### config.mk
export PLATFORM = sky130hd
export DESIGN_NAME = pc_fetch
export DESIGN_NICKNAME = d
export VERILOG_FILES = /design/src/rtl/cpu_pkg.sv /design/src/rtl/pc_next.sv /design/src/rtl/pc_fetch.sv
export SDC_FILE = /design/constraint.sdc
export NUM_CORES = 1
export LEC_CHECK = 0
export BUFFER_PORTS_ARGS = -buffer_cell sky130_fd_sc_hd__buf_2
export CAP_MARGIN = 20
export CORE_UTILIZATION = 25
export DETAILED_ROUTE_END_ITERATION = 7
export PLACE_DENSITY_LB_ADDON = 0.1
export SKIP_CTS_REPAIR_TIMING = 1
export SLEW_MARGIN = 15
export SYNTH_ARGS = -nofsm -noshare
export SYNTH_HDL_FRONTEND = slang
export SYNTH_SLANG_ARGS = --single-unit
export TNS_END_PERCENT = 5
### constraint.sdc
create_clock -name clk -period 2.57 [get_ports clk]
set_input_delay 0.257 -clock clk [delete_from_list [all_inputs] [get_ports clk]]
set_output_delay 0.257 -clock clk [all_outputs]
set_load 0.02 [all_outputs]
### src/rtl/cpu_pkg.sv
// Shared definitions for the fetch stage and CTRL.
// Contents:
//   PC_W, INSTR_W, CNT_W : default widths for PC, instruction word and retire counter
//   fetch_state_t        : fetch-stage run state (IDLE / RUN / DONE)
//   OPC_END, OPC_LRV     : opcode values that both fetch and CTRL rely on
package cpu_pkg;

  localparam int PC_W    = 10;
  localparam int INSTR_W = 9;
  localparam int CNT_W   = 16;

  typedef enum logic [1:0] {
    IDLE = 2'd0,
    RUN  = 2'd1,
    DONE = 2'd2
  } fetch_state_t;

  // The upper four bits of an instruction word hold the opcode. An all-zero
  // word decodes as "end", which is why fetch drives zeros when not running.
  localparam logic [3:0] OPC_END = 4'b0000;
  localparam logic [3:0] OPC_LRV = 4'b0001;

endpackage

### src/rtl/pc_next.sv
// Combinational next-PC selection for the fetch stage.
// Ports:
//   pc            in  current program counter
//   pc_inc2       in  current instruction occupies two words
//   pc_bns/pc_bcz in  branch-on-sign / branch-on-zero requests from CTRL
//   sign_flag     in  sign status
//   zero_flag     in  zero status
//   branch_target in  absolute branch destination
//   pc_inc1       out pc + 1 (immediate-word address)
//   pc_nxt        out PC to load when CTRL advances
// All sums wrap modulo 2^PC_W.
module pc_next #(
  parameter int PC_W = cpu_pkg::PC_W
) (
  input  logic [PC_W-1:0] pc,
  input  logic            pc_inc2,
  input  logic            pc_bns,
  input  logic            pc_bcz,
  input  logic            sign_flag,
  input  logic            zero_flag,
  input  logic [PC_W-1:0] branch_target,
  output logic [PC_W-1:0] pc_inc1,
  output logic [PC_W-1:0] pc_nxt
);

  import cpu_pkg::*;

  logic            taken;
  logic [PC_W-1:0] pc_seq;

  assign pc_inc1 = pc + PC_W'(1);
  assign pc_seq  = pc + (pc_inc2 ? PC_W'(2) : PC_W'(1));

  // Both branch kinds may be requested together; either condition takes it.
  assign taken  = (pc_bns & sign_flag) | (pc_bcz & zero_flag);

  // A taken branch wins over the two-word increment.
  assign pc_nxt = taken ? branch_target : pc_seq;

endmodule

### src/rtl/pc_fetch.sv
// Instruction-fetch / program-counter stage in front of CTRL.
// Ports:
//   clk, reset           rising-edge clock, asynchronous active-low reset
//   start                host run request (also CTRL req)
//   ack                  CTRL idle/finished
//   pc_update, pc_inc2   CTRL advance request, two-word instruction
//   pc_bns, pc_bcz       CTRL conditional branch requests
//   sign_flag, zero_flag branch conditions
//   branch_target        absolute branch destination
//   imem_addr            ROM address (= pc)
//   imem_addr_nxt        pc + 1, address of an lrv immediate word
//   imem_rdata           ROM data at imem_addr, combinational
//   instruction          word presented to CTRL (zero unless running)
//   pc                   current program counter
//   running, done        state == RUN / state == DONE
//   instr_count          instructions retired since the last start (saturating)
module pc_fetch #(
  parameter int                     PC_W       = cpu_pkg::PC_W,
  parameter int                     INSTR_W    = cpu_pkg::INSTR_W,
  parameter logic [PC_W-1:0]        START_ADDR = '0,
  parameter int                     CNT_W      = cpu_pkg::CNT_W
) (
  input  logic               clk,
  input  logic               reset,
  input  logic               start,
  input  logic               ack,
  input  logic               pc_update,
  input  logic               pc_inc2,
  input  logic               pc_bns,
  input  logic               pc_bcz,
  input  logic               sign_flag,
  input  logic               zero_flag,
  input  logic [PC_W-1:0]    branch_target,
  output logic [PC_W-1:0]    imem_addr,
  output logic [PC_W-1:0]    imem_addr_nxt,
  input  logic [INSTR_W-1:0] imem_rdata,
  output logic [INSTR_W-1:0] instruction,
  output logic [PC_W-1:0]    pc,
  output logic               running,
  output logic               done,
  output logic [CNT_W-1:0]   instr_count
);

  import cpu_pkg::*;

  fetch_state_t     state_q, state_d;
  logic [PC_W-1:0]  pc_q, pc_nxt, pc_inc1;
  logic [CNT_W-1:0] cnt_q;
  logic             load_start;
  logic             advance;

  pc_next #(
    .PC_W (PC_W)
  ) u_pc_next (
    .pc            (pc_q),
    .pc_inc2       (pc_inc2),
    .pc_bns        (pc_bns),
    .pc_bcz        (pc_bcz),
    .sign_flag     (sign_flag),
    .zero_flag     (zero_flag),
    .branch_target (branch_target),
    .pc_inc1       (pc_inc1),
    .pc_nxt        (pc_nxt)
  );

  // NOTE: every signal written here gets a default first, so no path leaves
  // one unassigned and no latch is inferred.
  always_comb begin
    state_d    = state_q;
    load_start = 1'b0;
    advance    = 1'b0;
    unique case (state_q)
      IDLE, DONE: begin
        if (start) begin
          state_d    = RUN;
          load_start = 1'b1;
        end
      end
      RUN: begin
        // start is deliberately ignored here: no restart while running.
        if (pc_update) begin
          advance = 1'b1;
        end else if (ack) begin
          state_d = DONE;
        end
        // pc_update=0 and ack=0 is a CTRL stall: everything holds.
      end
      default: state_d = IDLE;
    endcase
  end

  // NOTE: state registers use non-blocking assignments so every flop samples
  // the values from before this edge, independent of statement order.
  always_ff @(posedge clk or negedge reset) begin
    if (!reset) begin
      state_q <= IDLE;
      pc_q    <= START_ADDR;
      cnt_q   <= '0;
    end else begin
      state_q <= state_d;
      if (load_start) begin
        pc_q  <= START_ADDR;
        cnt_q <= '0;
      end else if (advance) begin
        pc_q <= pc_nxt;
        if (cnt_q != '1) begin
          cnt_q <= cnt_q + CNT_W'(1);
        end
      end
    end
  end

  assign running       = (state_q == RUN);
  assign done          = (state_q == DONE);
  assign pc            = pc_q;
  assign imem_addr     = pc_q;
  assign imem_addr_nxt = pc_inc1;
  assign instr_count   = cnt_q;

  // Outside RUN CTRL must see the end opcode so it stays idle.
  assign instruction   = running ? imem_rdata : {INSTR_W{1'b0}};

endmodule

* After elaboration in Yosys (flattened, before gate mapping) *
Cells that the tools add are included.

cells by class
  bitwise logic cells = 3
  add/sub/neg operators = 3
  equality and inequality tests = 6
  mux-type cells = 16
  reduce and logical (&&, ||, !) cells = 6

operators by type and width
  kind                   count
  $mux 16                3
  $mux 10                3
  $add 16x1->16 const B  1
  $ne 16x16->1 const B   1
  $add 10x1->10 const B  1
  $add 10x10->10         1
  $mux 9                 1
  $mux 2                 4
  $ne 2x2->1 const B     3
  $mux 1                 4
  $pmux 2 s2             1
  $reduce_bool 2->1      2
  $reduce_and 3->1       1
  $and 1x1->1            2
  $eq 2x1->1 const B     1
  $eq 2x2->1 const B     1
  $logic_not 2->1        1
  $reduce_and 2->1       1
  $reduce_or 2->1        1
  $or 1x1->1             1

word-level totals
  flip-flop bits (word level) = 28
  input port bits = 29
  logic and storage cells = 37
  output and inout port bits = 57

* Longest topological paths before layout *
Gate-level depths: netlist (run 1).

  word-level depth = 5
  gate-level depth with buffers = 8

* Modules after synthesis *
Synthesis (run 1) repeated with hierarchy kept, for this count alone.

second synthesis, totals
  cells, all modules = 242
  area, all modules = 1973.1 um2

by module, submodules not included
  module    times used  cells each  seq. area each (um2)  area an instance (um2)
  pc_fetch  1           168         700.7                 1498.9
  pc_next   1           74          0.0                   474.2

* Worst setup path after synthesis (run 1) *
OpenSTA, ideal clock, no wires.

  path type = register -> register
  from = register cnt_q[0], in the netlist instr_count[0]
  to = register cnt_q[5], in the netlist instr_count[5]
  clock period less this slack = 1.923 ns
  required time = 2.491 ns
  setup slack = 0.647 ns
  cell stages (with the launch flop) = 7
  data arrival time = 1.844 ns
  cells stage by stage = dfrtp_1 -> ha_1 -> and2_1 -> and4_1 -> buf_6 -> a2111oi_2 -> mux2i_1

on the way
  cells in the longest elaborated chain, start to end = 4
  elaborated cells on any way between the ends = 7
  those cells by class = add/sub (1); eq/ne (1); mux (3); reduce/logical (2)

ends and longest elaborated chain
  item                    line             text
  from (decl)             pc_fetch.sv:48   logic [CNT_W-1:0] cnt_q;
  from (signal assigned)  pc_fetch.sv:107  cnt_q <= cnt_q + CNT_W'(1);
  $add 16x1->16           pc_fetch.sv:107
  $mux 16                 pc_fetch.sv:106  if (cnt_q != '1) begin
  $mux 16                 pc_fetch.sv:104  end else if (advance) begin
  $mux 16                 pc_fetch.sv:101  if (load_start) begin

Several ways; a longest one is shown, not always the timed one. The select of a mux whose other input is x is not followed.
A chain may end at the register's enable or synchronous reset.

* Worst setup path after layout (run 1) *
  from = register pc_q[2], in the netlist imem_addr[2]
  to = output imem_addr_nxt[7]

on the way
  cells in the longest elaborated chain, start to end = 1

ends and longest elaborated chain
  item                    line             text
  from (decl)             pc_fetch.sv:47   logic [PC_W-1:0] pc_q, pc_nxt, pc_inc1;
  from (signal assigned)  pc_fetch.sv:105  pc_q <= pc_nxt;
  $add 10x1->10           pc_next.sv:31    assign pc_inc1 = pc + PC_W'(1);
  to (decl)               pc_fetch.sv:35   output logic [PC_W-1:0] imem_addr_nxt,

No other way between the ends.

==> results of run 1 <==
## sequential cells by signal, summed over array words and instances, names as in the netlist
signal	cells
instr_count	16
imem_addr	10
state_q	2
## power by group
part	switching, mW	total (mW)	leakage, nW	internal (mW)
logic	0.708	1.10	0.885	0.390
clock network	0.144	0.282	0.0288	0.137
registers	0.165	0.688	0.380	0.522
## final timing paths
check / to / from / depth (start not counted)
worst min-delay path: imem_addr[4] / reset / 1
worst min register to register: instr_count[11] / instr_count[11] / 1
worst max-delay path: imem_addr_nxt[7] / imem_addr[2] / 5
worst max register to register: imem_addr[8] / imem_addr[0] / 7
max in group asynchronous: imem_addr[5] / reset / 1
min in group clk: state_q[1] / ack / 2
## cell usage after synthesis (2+ instances only)
master	n	area, um^2
dfrtp_1	28	701
nand2_1	18	67.6
nand3_1	15	75.1
nor2_1	12	45.0
a21oi_1	11	55.1
and2_1	11	68.8
mux2i_1	11	110
buf_4	10	75.1
o21ai_0	10	50.1
clkbuf_1	9	33.8
inv_1	9	33.8
a22o_1	6	52.6
and3_1	6	37.5
nand2b_1	6	37.5
o2bb2ai_1	6	52.6
xnor2_1	5	43.8
ha_1	4	50.1
nor3_1	4	20.0
o21ai_1	4	20.0
a22oi_1	3	22.5
nor2b_1	3	18.8
nor4_1	3	18.8
xor2_1	3	26.3
a2111oi_2	2	30.0
and3_4	2	22.5
and4_1	2	17.5
buf_2	2	10.0
buf_6	2	22.5
nand4_1	2	12.5
o2111ai_1	2	17.5
## through the flow
step,cells,utilization (%)
after floorplan,231,-
after global placement,398,31.7
after detailed placement,398,31.7
after CTS,402,32.5
after global routing,402,32.5
final,402,32.5
## critical path, cell delays in order (launching register included)
cell and delay, ns:
dfrtp_1 0.54, and3_1 0.31, nand3_1 0.16, nor2_1 0.15, xor2_1 0.14, buf_2 0.18
## cells in the final DEF, fill, tap and decap left out, drive strengths merged, types with 4 or more instances in the layout
cell | synthesis | layout
nand3 | 15 | 15
mux2i | 11 | 11
buf | 14 | 88
nand2b | 6 | 6
nand2 | 18 | 18
clkbuf | 9 | 4
a21oi | 11 | 11
o21ai | 14 | 14
and2 | 12 | 12
dfrtp | 28 | 28
inv | 9 | 9
nor2 | 12 | 12
nor3 | 4 | 4
xnor2 | 5 | 5
ha | 4 | 4
a22o | 6 | 6
o2bb2ai | 6 | 6
and3 | 9 | 9
## kinds of logic (layout without fill, tap and decap cells)
logic type	after synthesis	in the layout
xor+xnor	8	8
fa+ha+maj	5	5
compound gates	52	52
buf+inv	32	101
flops	28	28
simple gates	94	94
mux	12	12
## layer usage
layer  track usage [%]  share of wire, %  wire, um
met1              18.0                46      2630
met2              24.4                47      2700
met3              2.22               5.3       300
met4              3.78              0.93        53
met5                 0                 0         0
## area by class of cell
cell class | count | share of cell area [%]
Multi-Input combinational cell | 171 | 46.1
Sequential cell | 28 | 27.7
Timing Repair Buffer | 88 | 17.7
Tap cell | 102 | 5.04
Clock buffer | 4 | 2.17
Inverter | 9 | 1.33
==> out/metrics.csv, run 1 <==
metric;value;unit
outcome;finished, final reports clean;
WP data arrival;1.75;ns
Ys Warns;0;
gr usage total;14.1;%
flops & latches, synth;28;
P&R area growth vs syn;23.9;%
final worst path period need;2.00;ns
Post-Synth XOR/XNOR Area;3.43;%
global-route wire length before repair;9560;um
power per cell area;816;nW/um^2
antenna-violating nets left;0;
Sink Count;28;
Synth Area in Adders;3.43;%
die width;92.4;um
Die Y;92.4;um
Post-synth EDFFs;0;
Min-Delay Path Class;primary input to async pin;
clk slew on worst S/H paths;0.10;ns
largest family of logic cells by synthesized area;simple AND/OR/NAND/NOR gates;
Final Instance Area;2530;um^2
Initial Utilization;26.2;%
Filler Cell Count;859;
Setup-failing EPs final;0;
Final Slew Violations;0;
drt initial violations;90;
compound-cell area share of the yosys netlist;18.1;%
final WL;5690;um
Clock Latency Late Sink;0.28;ns
Rel. slew slack;56.0;%
Final #Nets;335;
crit path launch type;flip-flop;
routed vias;1936;
post-synth net total;265;
WHS;0.00130;ns
antenna diode count;0;
input/output buffers;85;
Root Buffer;clkbuf_8;
CP Max Fanout;11;
GRT overflow;0;
final-report hold violation count;0;
Post-DP Area;2480;um^2
vias in the first global route;1895;
Final HPWL DP;4290;um
Post-Syn Area per Cell;8.85;um^2
Max Clock Skew;0.00789;ns
Max IR drop VDD;0.000221;V
Storage cell area;701;um^2
flop-to-flop setup slack;0.63;ns
Fmax achieved;499;MHz
initial antenna violation count;0;
critical path type;flip-flop to output port;
wire length per cell;14.2;um
Main synth FF type;dfrtp_1;
first drt pass iteration count;4;
Leakage;1.29;nW
dpl ws;0.629;ns
CORE AREA;7810;um^2
Clock Path Buffers;2;
max-cap violations;0;
Synth cell types;50;
layout cells sized above 1;34.0;%
CTS tree;yes;
Tot Pwr;2.07;mW
post-route setup TNS;0;ns
die area;8540;um^2
area of the multi-input gates;1170;um^2
largest net degree at the start of global routing;29;
sequential fraction of the synthesis area;34.3;%
simple-gate share of the synthesized area;26.3;%
RSZ-0062 raised after global routing;no;
Final Wtd Congestion;0.768;
cts bufs inserted;3;
measured slew at the worst slew-check pin;0.661;ns
final routed DRC violation total;0;
I/O pins;86;
mux cell area share after synthesis;5.94;%
# rows;32;
Vias/cell;4.82;
ys async rst share;100;%
Post-Syn Instances;231;
Worst Setup Slack, final;0.566;ns
Crit. End Element;output port;
H-tree levels;1;
Tcrit/Tclk final;78.0;%
critical path data required time;2.31;ns
mapped cell area;2040;um^2
No activity file was read; power rests on OpenSTA's default activity.
==> run 2: changes to the inputs <==
Clock period 2.57 ns to 2 ns, I/O delays scaled along.
==> run 2 against run 1 <==
Net effect: the flow now finishes with violations (negative hold slack); critical path depth unchanged; clock skew decreased by 0.0023 ns; setup slack got worse by 0.39 ns; via count increased by 1.7%; flip-flop and latch count unchanged; wire length increased by 2.1%; combinational power increased by 45%; die area unchanged; sequential power increased by 16%; largest cell class unchanged.
==> out/metrics.csv, run 2 (synthesis results as in run 1) <==
metric;value;unit;change
Max Clock Skew;0.00560;ns;-0.00229 ns
r2r startpoint;instr_count[0];;
input/output buffers;85;;unchanged
max reg flops;16;;unchanged
Final HPWL DP;4500;um;+4.7%
Die Y;92.4;um;unchanged
initial antenna violation count;0;;unchanged
Clock Latency Late Sink;0.28;ns;about the same
cts bufs inserted;3;;unchanged
Sink Count;28;;unchanged
final worst path period need;1.82;ns;
Rel. slew slack;54.4;%;-1.6 points
grt met3 use;1.72;%;-0.49 points
post-route setup TNS;0;ns;unchanged
final WL;5810;um;+2.1%
largest net degree at the start of global routing;29;;unchanged
GR Layer Usage met2;24.9;%;+0.49 points
critical path type;flip-flop to flip-flop;;
Final Wtd Congestion;0.745;;-2.9%
CTS tree;yes;;
# rows;32;;unchanged
drt initial violations;61;;-32%
I/O pins;86;;unchanged
Max IR drop VDD;0.000261;V;+18%
WHS;-0.0495;ns;-0.0508 ns
wire length per cell;14.0;um;-0.85%
Post-DP Area;2580;um^2;+3.9%
global-route wire length before repair;9540;um;-0.15%
Leakage;1.36;nW;+4.7%
Final Slew Violations;0;;unchanged
Root Buffer;clkbuf_8;;
measured slew at the worst slew-check pin;0.684;ns;+0.0238 ns
outcome;finished, violations left;;
die width;92.4;um;unchanged
GRT overflow;0;;unchanged
flop-to-flop setup slack;0.18;ns;-0.45 ns
commonest non-fill, non-tap cell in the layout;buf_2;;
max-cap violations;0;;unchanged
commonest cells after routing, fill and taps aside;buf_2, dfrtp_1, nand2_1;;
P&R area growth vs syn;28.0;%;
antenna diode count;0;;unchanged
path depth of the worst reg2reg path;5;;-2
Crit. End Element;flip-flop;;
layout cells sized above 1;36.5;%;+2.5 points
final-report hold violation count;28;;+28
CORE AREA;7810;um^2;unchanged
RSZ-0062 raised after global routing;no;;
Min-Delay Path Class;primary input to async pin;;
first drt pass iteration count;4;;unchanged
Initial Utilization;26.2;%;unchanged
violated checks;negative hold slack;;
clk slew on worst S/H paths;0.10;ns;about the same
Clock Path Buffers;2;;unchanged
Final #Nets;348;;+3.9%
gr usage total;14.1;%;+0.092 points
CP Max Fanout;5;;-6
die area;8540;um^2;unchanged
gr busiest metal;met2;;
Tcrit/Tclk final;91.0;%;
vias in the first global route;1965;;+3.7%
worst reg2reg path endpoint;instr_count[5];;
H-tree levels;1;;unchanged
Filler Cell Count;843;;-1.9%
final routed DRC violation total;0;;unchanged
critical path data required time;2.21;ns;-0.10 ns
Final Instance Area;2620;um^2;+3.3%
crit path launch type;flip-flop;;
Setup-failing EPs final;0;;unchanged
power per cell area;1040;nW/um^2;+27%
Fmax achieved;549;MHz;
routed vias;1969;;+1.7%
antenna-violating nets left;0;;unchanged
WP data arrival;2.03;ns;+0.28 ns
Vias/cell;4.76;;-1.2%
Worst setup startpoint;instr_count[0];;
Global Route met1 Usage;17.7;%;-0.29 points
[run 2: changes by cell type in the layout (fill, tap and decap cells not counted), sizes merged]
cell and change:
buf +13, clkbuf -1
[run 2: layout make-up]
cell class / count / area [um^2] / share of cell area (%)
clock buffers: 3 / 41.3 / 1.58
flip-flops and latches: 28 / 701 / 26.8
inverters: 9 / 33.8 / 1.29
repair buffers: 101 / 546 / 20.8
multi-input cells: 171 / 1170 / 44.6
well taps: 102 / 128 / 4.88
[run 2: worst max-delay path: stages, from the launching register on]
cell and delay (ns):
dfrtp_1 0.39, ha_1 0.26, and2_1 0.21, and4_1 0.27, a2111oi_2 0.41, mux2i_1 0.22
[run 2: worst max-delay path by stage]
stage                                 to  slack, ns
after detailed placement  instr_count[5]       0.18
final                     instr_count[5]       0.18
after global routing      instr_count[5]       0.03
after CTS                 instr_count[5]       0.15
after floorplan           instr_count[5]       0.08
after global placement      imem_addr[8]       0.23
[run 2: stage by stage]
step / instances / power, mW / hold slack [ns] / setup WS [ns] / util, %
finish: 414 / 2.72 / -0.0495 / 0.180 / 33.5
global route: 414 / 2.92 / 0.0137 / 0.0255 / 33.5
CTS: 414 / 2.76 / -0.0225 / 0.152 / 33.5
detailed placement: 411 / 2.43 / 0.295 / 0.177 / 33.0
global placement: 411 / 2.43 / 0.282 / 0.227 / 33.0
floorplan: 231 / 1.90 / -0.0956 / 0.0768 / -
[run 2: power by group]
| group | internal (mW) | leakage (nW) | total [mW] | switching (mW) |
|---|---|---|---|---|
| sequential | 0.672 | 0.380 | 0.796 | 0.124 |
| combinational | 0.592 | 0.954 | 1.60 | 1.01 |
| clock | 0.136 | 0.0216 | 0.321 | 0.186 |
| total | 1.40 | 1.36 | 2.72 | 1.32 |
[run 2: metal layers]
| layer | vias up | wire length (um) |
|---|---|---|
| met5 | - | 0 |
| met2 | 73 | 2810 |
| met4 | 0 | 78 |
| met1 | 905 | 2640 |
| li1 | 985 | - |
| met3 | 6 | 274 |
